**src/rtl/fpww_pkg.sv**
```systemverilog
// fpww_pkg -- shared watch types and limits.
//   bcd_t    : one BCD digit (0..9)
//   SEC_MAX  : last seconds value (59)
//   MIN_MAX  : last minutes value (59)
//   HR24_MAX : last hour in 24-hour mode (23)
//   HR12_MAX : last hour in 12-hour mode (12)
//   toBcd    : converts a 0..99 constant into a {tens, units} BCD pair
package fpww_pkg;
   typedef logic [3:0] bcd_t;

   localparam int SEC_MAX  = 59;
   localparam int MIN_MAX  = 59;
   localparam int HR24_MAX = 23;
   localparam int HR12_MAX = 12;

   function automatic logic [7:0] toBcd(input int v);
      return {4'(v / 10), 4'(v % 10)};
   endfunction
endpackage

```
**src/rtl/time_keeper_if.sv**
```systemverilog
// time_keeper_if -- control and display bundle of the watch time keeper.
//   set_mode, inc_min, inc_hr : controls (driven by the master side)
//   t0..t3                    : BCD min units, min tens, hr units, hr tens
//   secs                      : binary seconds 0..59
//   sec_pulse, min_pulse      : one-cycle strobes
//   pm                        : PM flag (0 in 24-hour builds)
// Modports: master = control/display side, slave = time_keeper.
interface time_keeper_if;
   import fpww_pkg::*;

   logic       set_mode;
   logic       inc_min;
   logic       inc_hr;
   bcd_t       t0, t1, t2, t3;
   logic [5:0] secs;
   logic       sec_pulse;
   logic       min_pulse;
   logic       pm;

   modport master (output set_mode, inc_min, inc_hr,
                   input  t0, t1, t2, t3, secs, sec_pulse, min_pulse, pm);
   modport slave  (input  set_mode, inc_min, inc_hr,
                   output t0, t1, t2, t3, secs, sec_pulse, min_pulse, pm);
endinterface

```
**src/rtl/bcd_pair_counter.sv**
```systemverilog
// bcd_pair_counter -- two-digit BCD counter with programmable wrap.
//   uclock, nreset : clock, async active-low reset (loads RST_HI/RST_LO)
//   inc            : advance by one this cycle
//   maxHi/maxLo    : last value before wrapping
//   minHi/minLo    : value loaded on wrap
//   hi/lo          : registered count
//   carry          : combinational, inc while at max (wraps this edge)
module bcd_pair_counter
   import fpww_pkg::*;
#(
   parameter bcd_t RST_HI = 4'd0,
   parameter bcd_t RST_LO = 4'd0
) (
   input  logic uclock,
   input  logic nreset,
   input  logic inc,
   input  bcd_t maxHi,
   input  bcd_t maxLo,
   input  bcd_t minHi,
   input  bcd_t minLo,
   output bcd_t hi,
   output bcd_t lo,
   output logic carry
);
   logic atMax;

   assign atMax = (hi == maxHi) && (lo == maxLo);
   assign carry = inc && atMax;

   always_ff @(posedge uclock or negedge nreset) begin
      if (!nreset) begin
         hi <= RST_HI;
         lo <= RST_LO;
      end else if (inc) begin
         if (atMax) begin
            hi <= minHi;
            lo <= minLo;
         end else if (lo == 4'd9) begin
            hi <= hi + 4'd1;
            lo <= 4'd0;
         end else begin
            lo <= lo + 4'd1;
         end
      end
   end
endmodule

```
**src/rtl/time_keeper.sv**
```systemverilog
// time_keeper -- HH:MM:SS watch core with set mode.
//   TICK_DIV : uclock cycles per second
//   uclock   : clock, all state on rising edge
//   nreset   : async active-low reset
//   bus      : time_keeper_if.slave (controls in, BCD digits/secs/strobes out)
// Optional feature: define TWELVE_HOUR_EN for 12/01..11 hours with pm flag;
// otherwise 24-hour only and pm is tied to 0.
module time_keeper
   import fpww_pkg::*;
#(
   parameter int TICK_DIV = 1000
) (
   input  logic          uclock,
   input  logic          nreset,
   time_keeper_if.slave  bus
);
   localparam int            PW         = (TICK_DIV > 1) ? $clog2(TICK_DIV) : 1;
   localparam logic [PW-1:0] PRESC_LAST = PW'(TICK_DIV - 1);
   localparam logic [7:0]    MIN_MAXB   = toBcd(MIN_MAX);
`ifdef TWELVE_HOUR_EN
   localparam logic [7:0]    HR_MAXB    = toBcd(HR12_MAX);
   localparam logic [7:0]    HR_MINB    = 8'h01;
   localparam logic [7:0]    HR_RSTB    = 8'h12;
`else
   localparam logic [7:0]    HR_MAXB    = toBcd(HR24_MAX);
   localparam logic [7:0]    HR_MINB    = 8'h00;
   localparam logic [7:0]    HR_RSTB    = 8'h00;
`endif

   logic [PW-1:0] presc;
   logic [5:0]    secsQ;
   logic          secPulse, minPulse;
   logic [1:0]    minSync, hrSync;
   logic          minPrev, hrPrev;
   logic          setMode, tick, secWrap;
   logic          minEdge, hrEdge, minInc, hrInc, minCarry, hrCarry;
   bcd_t          minHi, minLo, hrHi, hrLo;

   assign setMode = bus.set_mode;
   assign tick    = !setMode && (presc == PRESC_LAST);
   assign secWrap = tick && (secsQ == 6'(SEC_MAX));
   // Edge detect sits behind the 2-flop synchroniser, so a press acts
   // three edges after the raw button rises.
   assign minEdge = minSync[1] && !minPrev;
   assign hrEdge  = hrSync[1]  && !hrPrev;
   assign minInc  = secWrap || (setMode && minEdge);
   // Minute wrap only carries into hours in run mode.
   assign hrInc   = (!setMode && minCarry) || (setMode && hrEdge);

   always_ff @(posedge uclock or negedge nreset) begin
      if (!nreset) begin
         minSync <= 2'b00;
         hrSync  <= 2'b00;
         minPrev <= 1'b0;
         hrPrev  <= 1'b0;
      end else begin
         minSync <= {minSync[0], bus.inc_min};
         hrSync  <= {hrSync[0],  bus.inc_hr};
         minPrev <= minSync[1];
         hrPrev  <= hrSync[1];
      end
   end

   // Set mode parks prescaler and seconds at 0, so leaving it restarts a
   // full second.
   always_ff @(posedge uclock or negedge nreset) begin
      if (!nreset) begin
         presc    <= '0;
         secsQ    <= 6'd0;
         secPulse <= 1'b0;
         minPulse <= 1'b0;
      end else begin
         secPulse <= tick;
         minPulse <= !setMode && minCarry;
         if (setMode || presc == PRESC_LAST) presc <= '0;
         else                                presc <= presc + 1'b1;
         if (setMode || secWrap) secsQ <= 6'd0;
         else if (tick)          secsQ <= secsQ + 6'd1;
      end
   end

   bcd_pair_counter #(.RST_HI(4'd0), .RST_LO(4'd0)) uMin (
      .uclock (uclock),
      .nreset (nreset),
      .inc    (minInc),
      .maxHi  (MIN_MAXB[7:4]),
      .maxLo  (MIN_MAXB[3:0]),
      .minHi  (4'd0),
      .minLo  (4'd0),
      .hi     (minHi),
      .lo     (minLo),
      .carry  (minCarry)
   );

   bcd_pair_counter #(.RST_HI(HR_RSTB[7:4]), .RST_LO(HR_RSTB[3:0])) uHr (
      .uclock (uclock),
      .nreset (nreset),
      .inc    (hrInc),
      .maxHi  (HR_MAXB[7:4]),
      .maxLo  (HR_MAXB[3:0]),
      .minHi  (HR_MINB[7:4]),
      .minLo  (HR_MINB[3:0]),
      .hi     (hrHi),
      .lo     (hrLo),
      .carry  (hrCarry)
   );

`ifdef TWELVE_HOUR_EN
   logic pmQ;
   // Any 11 -> 12 step (run rollover or set-mode press) flips AM/PM.
   always_ff @(posedge uclock or negedge nreset) begin
      if (!nreset)                                    pmQ <= 1'b0;
      else if (hrInc && hrHi == 4'd1 && hrLo == 4'd1) pmQ <= ~pmQ;
   end
   assign bus.pm = pmQ;
`else
   assign bus.pm = 1'b0;
`endif

   assign bus.t0        = minLo;
   assign bus.t1        = minHi;
   assign bus.t2        = hrLo;
   assign bus.t3        = hrHi;
   assign bus.secs      = secsQ;
   assign bus.sec_pulse = secPulse;
   assign bus.min_pulse = minPulse;

   // Hour carry-out has no consumer; keep it visibly terminated.
   logic unusedHrCarry;
   assign unusedHrCarry = hrCarry;
endmodule

```
**src/flat_wrapper.sv**
```systemverilog
// flat-port wrapper written by rule: the top's interface ports become plain ports
module time_keeper_flat import fpww_pkg::*;
#(
   parameter int TICK_DIV = 1000
)
  (uclock, nreset, bus_set_mode, bus_inc_min, bus_inc_hr, bus_t0, bus_t1, bus_t2, bus_t3, bus_secs, bus_sec_pulse, bus_min_pulse, bus_pm);
  time_keeper_if bus_i ();
  input  logic uclock;
  input  logic nreset;
  input wire logic [$bits(bus_i.set_mode)-1:0] bus_set_mode;
  input wire logic [$bits(bus_i.inc_min)-1:0] bus_inc_min;
  input wire logic [$bits(bus_i.inc_hr)-1:0] bus_inc_hr;
  output wire logic [$bits(bus_i.t0)-1:0] bus_t0;
  output wire logic [$bits(bus_i.t1)-1:0] bus_t1;
  output wire logic [$bits(bus_i.t2)-1:0] bus_t2;
  output wire logic [$bits(bus_i.t3)-1:0] bus_t3;
  output wire logic [$bits(bus_i.secs)-1:0] bus_secs;
  output wire logic [$bits(bus_i.sec_pulse)-1:0] bus_sec_pulse;
  output wire logic [$bits(bus_i.min_pulse)-1:0] bus_min_pulse;
  output wire logic [$bits(bus_i.pm)-1:0] bus_pm;
  assign bus_i.set_mode = bus_set_mode;
  assign bus_i.inc_min = bus_inc_min;
  assign bus_i.inc_hr = bus_inc_hr;
  assign bus_t0 = bus_i.t0;
  assign bus_t1 = bus_i.t1;
  assign bus_t2 = bus_i.t2;
  assign bus_t3 = bus_i.t3;
  assign bus_secs = bus_i.secs;
  assign bus_sec_pulse = bus_i.sec_pulse;
  assign bus_min_pulse = bus_i.min_pulse;
  assign bus_pm = bus_i.pm;
  time_keeper #(.TICK_DIV(TICK_DIV)) u_core (.uclock(uclock), .nreset(nreset), .bus(bus_i));
endmodule
```
**config.mk**
```make
export PLATFORM = sky130hd
export DESIGN_NAME = time_keeper_flat
export DESIGN_NICKNAME = d
export VERILOG_FILES = /design/src/rtl/fpww_pkg.sv /design/src/rtl/time_keeper_if.sv /design/src/rtl/bcd_pair_counter.sv /design/src/rtl/time_keeper.sv /design/src/flat_wrapper.sv
export SDC_FILE = /design/constraint.sdc
export NUM_CORES = 1
export LEC_CHECK = 0
export ABC_AREA = 1
export CELL_PAD_IN_SITES_DETAIL_PLACEMENT = 1
export CELL_PAD_IN_SITES_GLOBAL_PLACEMENT = 1
export CORE_MARGIN = 3
export CORE_UTILIZATION = 40
export CTS_CLUSTER_SIZE = 10
export DETAILED_ROUTE_END_ITERATION = 16
export GPL_TIMING_DRIVEN = 0
export PLACE_DENSITY_LB_ADDON = 0.1
export SYNTH_ARGS = -nofsm -noshare
export SYNTH_HDL_FRONTEND = slang
export SYNTH_SLANG_ARGS = --single-unit
```
**constraint.sdc**
```tcl
create_clock -name uclock -period 1.8 [get_ports uclock]
set_input_delay 0.27 -clock uclock [delete_from_list [all_inputs] [get_ports uclock]]
set_output_delay 0.27 -clock uclock [all_outputs]
set_load 0.02 [all_outputs]
```
* Yosys cells after proc, flatten, opt, wreduce, memory -nomap -nowiden *
Index checks and enable logic that the tools add are counted.

word-level totals
  register bits = 40

operators by class
  add/subtract/negate cells = 6
  eq/ne operators = 7
  mux-type cells = 11
  reduce and logical (&&, ||, !) cells = 22

operators by type and width
  kind                                                 count
  two-way mux 4 bit                                    8
  adder 4 x 1 -> 4 bit, second input constant          4
  two-way mux 6 bit                                    2
  adder 10 x 1 -> 10 bit, second input constant        1
  equality test 10 bit, second input constant          1
  logical AND 1 bit                                    10
  two-way mux 10 bit                                   1
  equality test 4 x 2 -> 1 bit, second input constant  2
  equality test 4 bit, second input constant           2
  adder 6 x 1 -> 6 bit, second input constant          1
  equality test 6 bit, second input constant           1
  nonzero test 2 bit                                   3
  equality test 4 x 3 -> 1 bit, second input constant  1
  logical OR 1 bit                                     4
  AND reduction 2 bit                                  2
  logical NOT 1 bit                                    3

* Longest topological paths before layout *
  word-level depth = 8
  depth in mapped cells = 10

* Hierarchy *
Synthesis repeated with hierarchy kept, for this count alone.

second synthesis, totals
  cell total of the unflattened synthesis = 349
  area total of the unflattened synthesis = 2518.7 um^2

by module, submodules not included
  module            instances  cells each  area an instance (um^2)
  bcd_pair_counter  2          110         698.2
  time_keeper       1          129         1122.3

* Least setup slack after synthesis *
OpenSTA, ideal clock, no wires.

  path kind = reg2reg
  start point = register u_core.uMin.lo[1]
  end point = register u_core.uHr.hi[0]
  setup time = 0.118 ns
  arrival = 1.428 ns
  path slack = 0.254 ns
  stages on the path, launching flop included = 10
  buffers on the path = 0
  clock period less this slack = 1.546 ns
  cells stage by stage = dfrtp_1 inv_1 ha_1 nand3_1 nor2_2 nand4_2 nand2_2 nand2_1 nand2_1 nand2_1

between the ends
  longest elaborated chain between the ends = 6

RTL lines
  item                                  RTL line                RTL
  start: declaration                    bcd_pair_counter.sv:22  output bcd_t lo,
  start signal: assignment              bcd_pair_counter.sv:37  lo <= minLo;
  start signal: assignment              bcd_pair_counter.sv:42  lo <= lo + 4'd1;
  equality test 4 bit                   bcd_pair_counter.sv:27  assign atMax = (hi == maxHi) && (lo == maxLo);
  logical AND 1 bit                     bcd_pair_counter.sv:27
  logical AND 1 bit                     bcd_pair_counter.sv:28  assign carry = inc && atMax;
  logical AND 1 bit                     time_keeper.sv:48       assign hrInc = (!setMode && minCarry) || (setMode && hrEdge);
  logical OR 1 bit                      time_keeper.sv:48
  AND reduction 2 bit (no source line)  -
  end signal: assignment                bcd_pair_counter.sv:36  hi <= minHi;
  end signal: assignment                bcd_pair_counter.sv:39  hi <= hi + 4'd1;
  end: declaration                      bcd_pair_counter.sv:21  output bcd_t hi,

No other way between the ends.
A chain may end at the register's enable or synchronous reset.

* Final worst setup path *
  start point = register u_core.uHr.lo[0]
  end point = output port bus_t2[0]

RTL lines
  item                      RTL line                RTL
  start: declaration        bcd_pair_counter.sv:22
  start signal: assignment  bcd_pair_counter.sv:37
  start signal: assignment  bcd_pair_counter.sv:42
  end: declaration          flat_wrapper.sv:15      output wire logic [$bits(bus_i.t2)-1:0] bus_t2;

No word-level cell between the ends.

==> results_dict.tcl <==
set metrics [dict create \
    status "finished clean" \
    die_w_um 77.5 \
    n_fill_cell 607 \
    finalSetupTns_ns 0 \
    cts_buffer_depth 2 \
    p_int_mw 1.85 \
    hold-path-cell-count 0 \
    cts_tree "built" \
    hpwl_um 3260 \
    p_leak_nw 1.21 \
    critical_path.max_fanout 6 \
    tightest_slew_ns 0.511 \
    grt_start_max_net_pins 22 \
    cp.buffers_inverters 1 \
    cts_root_buffer "clkbuf_8" \
    place_area_sq_um 2430 \
    rows 25 \
    ys_seq_elements 40 \
    ir_drop_mv 0.475 \
    min_to "u_core.hrSync[1]" \
    cp.required_ns 1.53 \
    grt_pass1_wl_um 8050 \
    dr.first_iter.drc_count 69 \
    vias_per_cell 4.87 \
    synth_mux_area_share_pct 0 \
    p_total_mw 2.70 \
    ant_nets 0 \
    worst_hold_path_type "register to register" \
    grt.total_usage_pct 16.7 \
    hp-start "u_core.hrSync[0]" \
    finalCritPeriodShare_pct 93.6 \
    cts_made_buffers 5 \
    synthesis.area_sq_um 2040 \
    setup_violations 0 \
    syn_avg_cell_area_sq_um 8.77 \
    die_area_sq_um 6000 \
    r2r-start "u_core.bus.secs[1]" \
    ys_types 30 \
    cts_sinks 40 \
    slowest_stage "clkdlybuf4s50_1" \
    ios 30 \
    overflow 0 \
    areaGrowthSynthToFinish_pct 27.3 \
    fin_worst_skew_ns 0.00752 \
    power_frac_seq_pct 43.0 \
    fmaxAchievable_ghz 0.594 \
    worstSkewPairLatency_ns 0.30 \
    netSwitchingFraction_pct 31.8 \
    synthCells 233 \
    clock_power_share_pct 29.9 \
    drv_cap 0 \
    synth-xor-area-share_pct 3.00 \
    yosys.area_share.simple_pct 29.9 \
    r2r_cells 8 \
    fin_area_sq_um 2600 \
    multi_input_area_sq_um 952 \
    arrival_ns 1.41 \
    finalHoldViolations 0 \
    routed_wl_um 4420 \
    grt_pass1_vias 1715 \
    port_buffers 28 \
    slowest_delay_ns 0.65 \
    worstPathCellList "clkdlybuf4s50_1" \
    yosysWarningCount 0 \
    rsz0062_at_grt "false" \
    synth_nets 248 \
    slew_headroom_pct 65.9 \
    power.switching_mw 0.859 \
    post_drt_wl_per_cell_um 13.0 \
    place_congestion 0.751 \
    yosysSeqAreaShare_pct 49.0 \
    crit_family "buffers and inverters" \
    fin_crit_ns 1.68 \
    synth_compound_area_share_pct 6.12 \
    drive_above_1_share_pct 15.4 \
    initial_core_util_pct 42.4 \
    clkTransAtPathRegs_ns 0.07 \
    drc_errors 0 \
    drt_pass1_iterations 4 \
    cp-start-kind "register" \
    drv_slew 0 \
    antenna_found_initial 0 \
    hold_ws_ns 0.359 \
    regArea_sq_um 1000 \
    die_h_um 77.5 \
    htree_levels 2 \
    r2r_setup_slack_ns 0.18 \
    dr_total_vias 1651 \
    reg2reg_to "u_core.uHr.hi[1]" \
    end_kind "primary output" \
    path_class "register to primary output" \
    p_per_area_nw_per_um2 1040 \
    synth_fa_ha_area_share_pct 6.12 \
    core_sq_um 4820 \
    p_comb_share_pct 27.1 \
    synth_top_family_by_area "simple AND/OR/NAND/NOR gates" \
    insertedDiodeCount 0 \
    nNetsFinal 286 \
]
[layout by cell type (no fill, tap or decap), drive strengths merged]
master	count
dlygate4sd3	1
a21oi	8
ha	10
xnor2	2
and3	1
conb	1
nor3b	1
clkbuf	7
clkdlybuf4s50	27
nor4	1
buf	6
dfrtp	40
nand3b	3
bufinv	1
nand4	4
a21o	1
or2	5
inv	24
xor2	5
nand3	28
o21ai	14
nor3	5
nor2	28
o21a	1
nand2	48
[power groups by stage]
stage	sequential [mW]	clock (mW)	combinational [mW]
after floorplan	1.27	0	0.304
after global placement	1.17	0	0.693
after detailed placement	1.18	0	0.730
after CTS	1.16	0.830	0.735
after global routing	1.19	0.878	0.821
final	1.16	0.808	0.733
[kinds of logic (layout without fill, tap and decap cells)]
family / Yosys count / in the layout
flops: 40 / 40
fa+ha+maj: 10 / 10
compound gates: 24 / 24
other cells: 1 / 1
simple gates: 124 / 124
buf+inv: 27 / 66
xor+xnor: 7 / 7
[flip-flops by register name, summed over array words and instances (netlist names)]
name	flops
u_core.bus.sec_pulse	1
u_core.hrPrev	1
u_core.uHr.hi	4
u_core.minSync	2
u_core.uMin.lo	4
u_core.bus.secs	6
u_core.uHr.lo	4
u_core.minPrev	1
u_core.bus.min_pulse	1
u_core.presc	10
u_core.hrSync	2
u_core.uMin.hi	4
[routing by layer]
layer  vias up  track usage [%]  part of all wire (%)
met4         0             5.87                   1.0
met2        25             25.0                    45
met1       792             23.5                    51
met3         5             4.06                   3.0
met5         -                0                     0
li1        829                -                     -
[worst max-delay path by stage]
stage                             from                end  slack (ns)  depth (start not counted)
global placement                nreset  u_core.uMin.lo[1]       -0.62                          1
floorplan            u_core.uMin.lo[1]   u_core.uHr.hi[0]        0.25                          9
global route        u_core.bus.secs[1]   u_core.uHr.hi[1]        0.01                          8
finish                u_core.uHr.lo[0]          bus_t2[0]        0.12                          1
CTS                  u_core.uMin.lo[1]   u_core.uHr.hi[1]        0.04                          9
detailed placement   u_core.uMin.lo[1]   u_core.uHr.hi[1]        0.07                          9
[repair_timing]
action / CTS / global route
hold endpoints to repair: 19 / 0
hold buffers: 1 / 0
resized for setup: 0 / 8
setup buffers: 0 / 1
setup endpoints to repair: 0 / 13
[per-stage QoR]
step	util, %	worst slack (ns)	std cells
after floorplan	-	0.254	233
after global placement	50.0	-0.620	328
after detailed placement	50.4	0.0685	329
after CTS	53.3	0.0443	338
after global routing	54.0	0.0108	339
final	54.0	0.116	339
[synthesized netlist by cell type]
cell	number	area, sq um
a21o_1	1	7.51
nor2_1	23	86.3
o21a_1	1	7.51
nand3b_1	3	22.5
inv_1	21	78.8
nand2_4	2	22.5
inv_2	3	11.3
nor2_2	3	18.8
nor4_1	1	6.26
conb_1	1	3.75
buf_6	1	11.3
nand4_2	1	12.5
nand2_1	41	154
or2_2	5	31.3
dfrtp_1	40	1000
ha_1	10	125
o21ai_1	6	30.0
xnor2_1	2	17.5
nand3_2	1	10.0
nor3b_1	1	7.51
and3_1	1	6.26
nand3_1	27	135
buf_4	2	15.0
nand2_2	5	31.3
nor2_4	2	22.5
nor3_1	5	25.0
xor2_1	5	43.8
o21ai_0	8	40.0
nand4_1	3	18.8
a21oi_1	8	40.0
[final cells by class]
type	instances	area share (%)
clock buffer	7	3.70
clock inverter	1	1.15
sequential	40	38.5
inverter	24	3.46
multi-input combinational	166	36.6
tap	67	3.22
buffer	3	1.01
timing repair buffer	31	12.3
(Power assumes the default switching activity.)
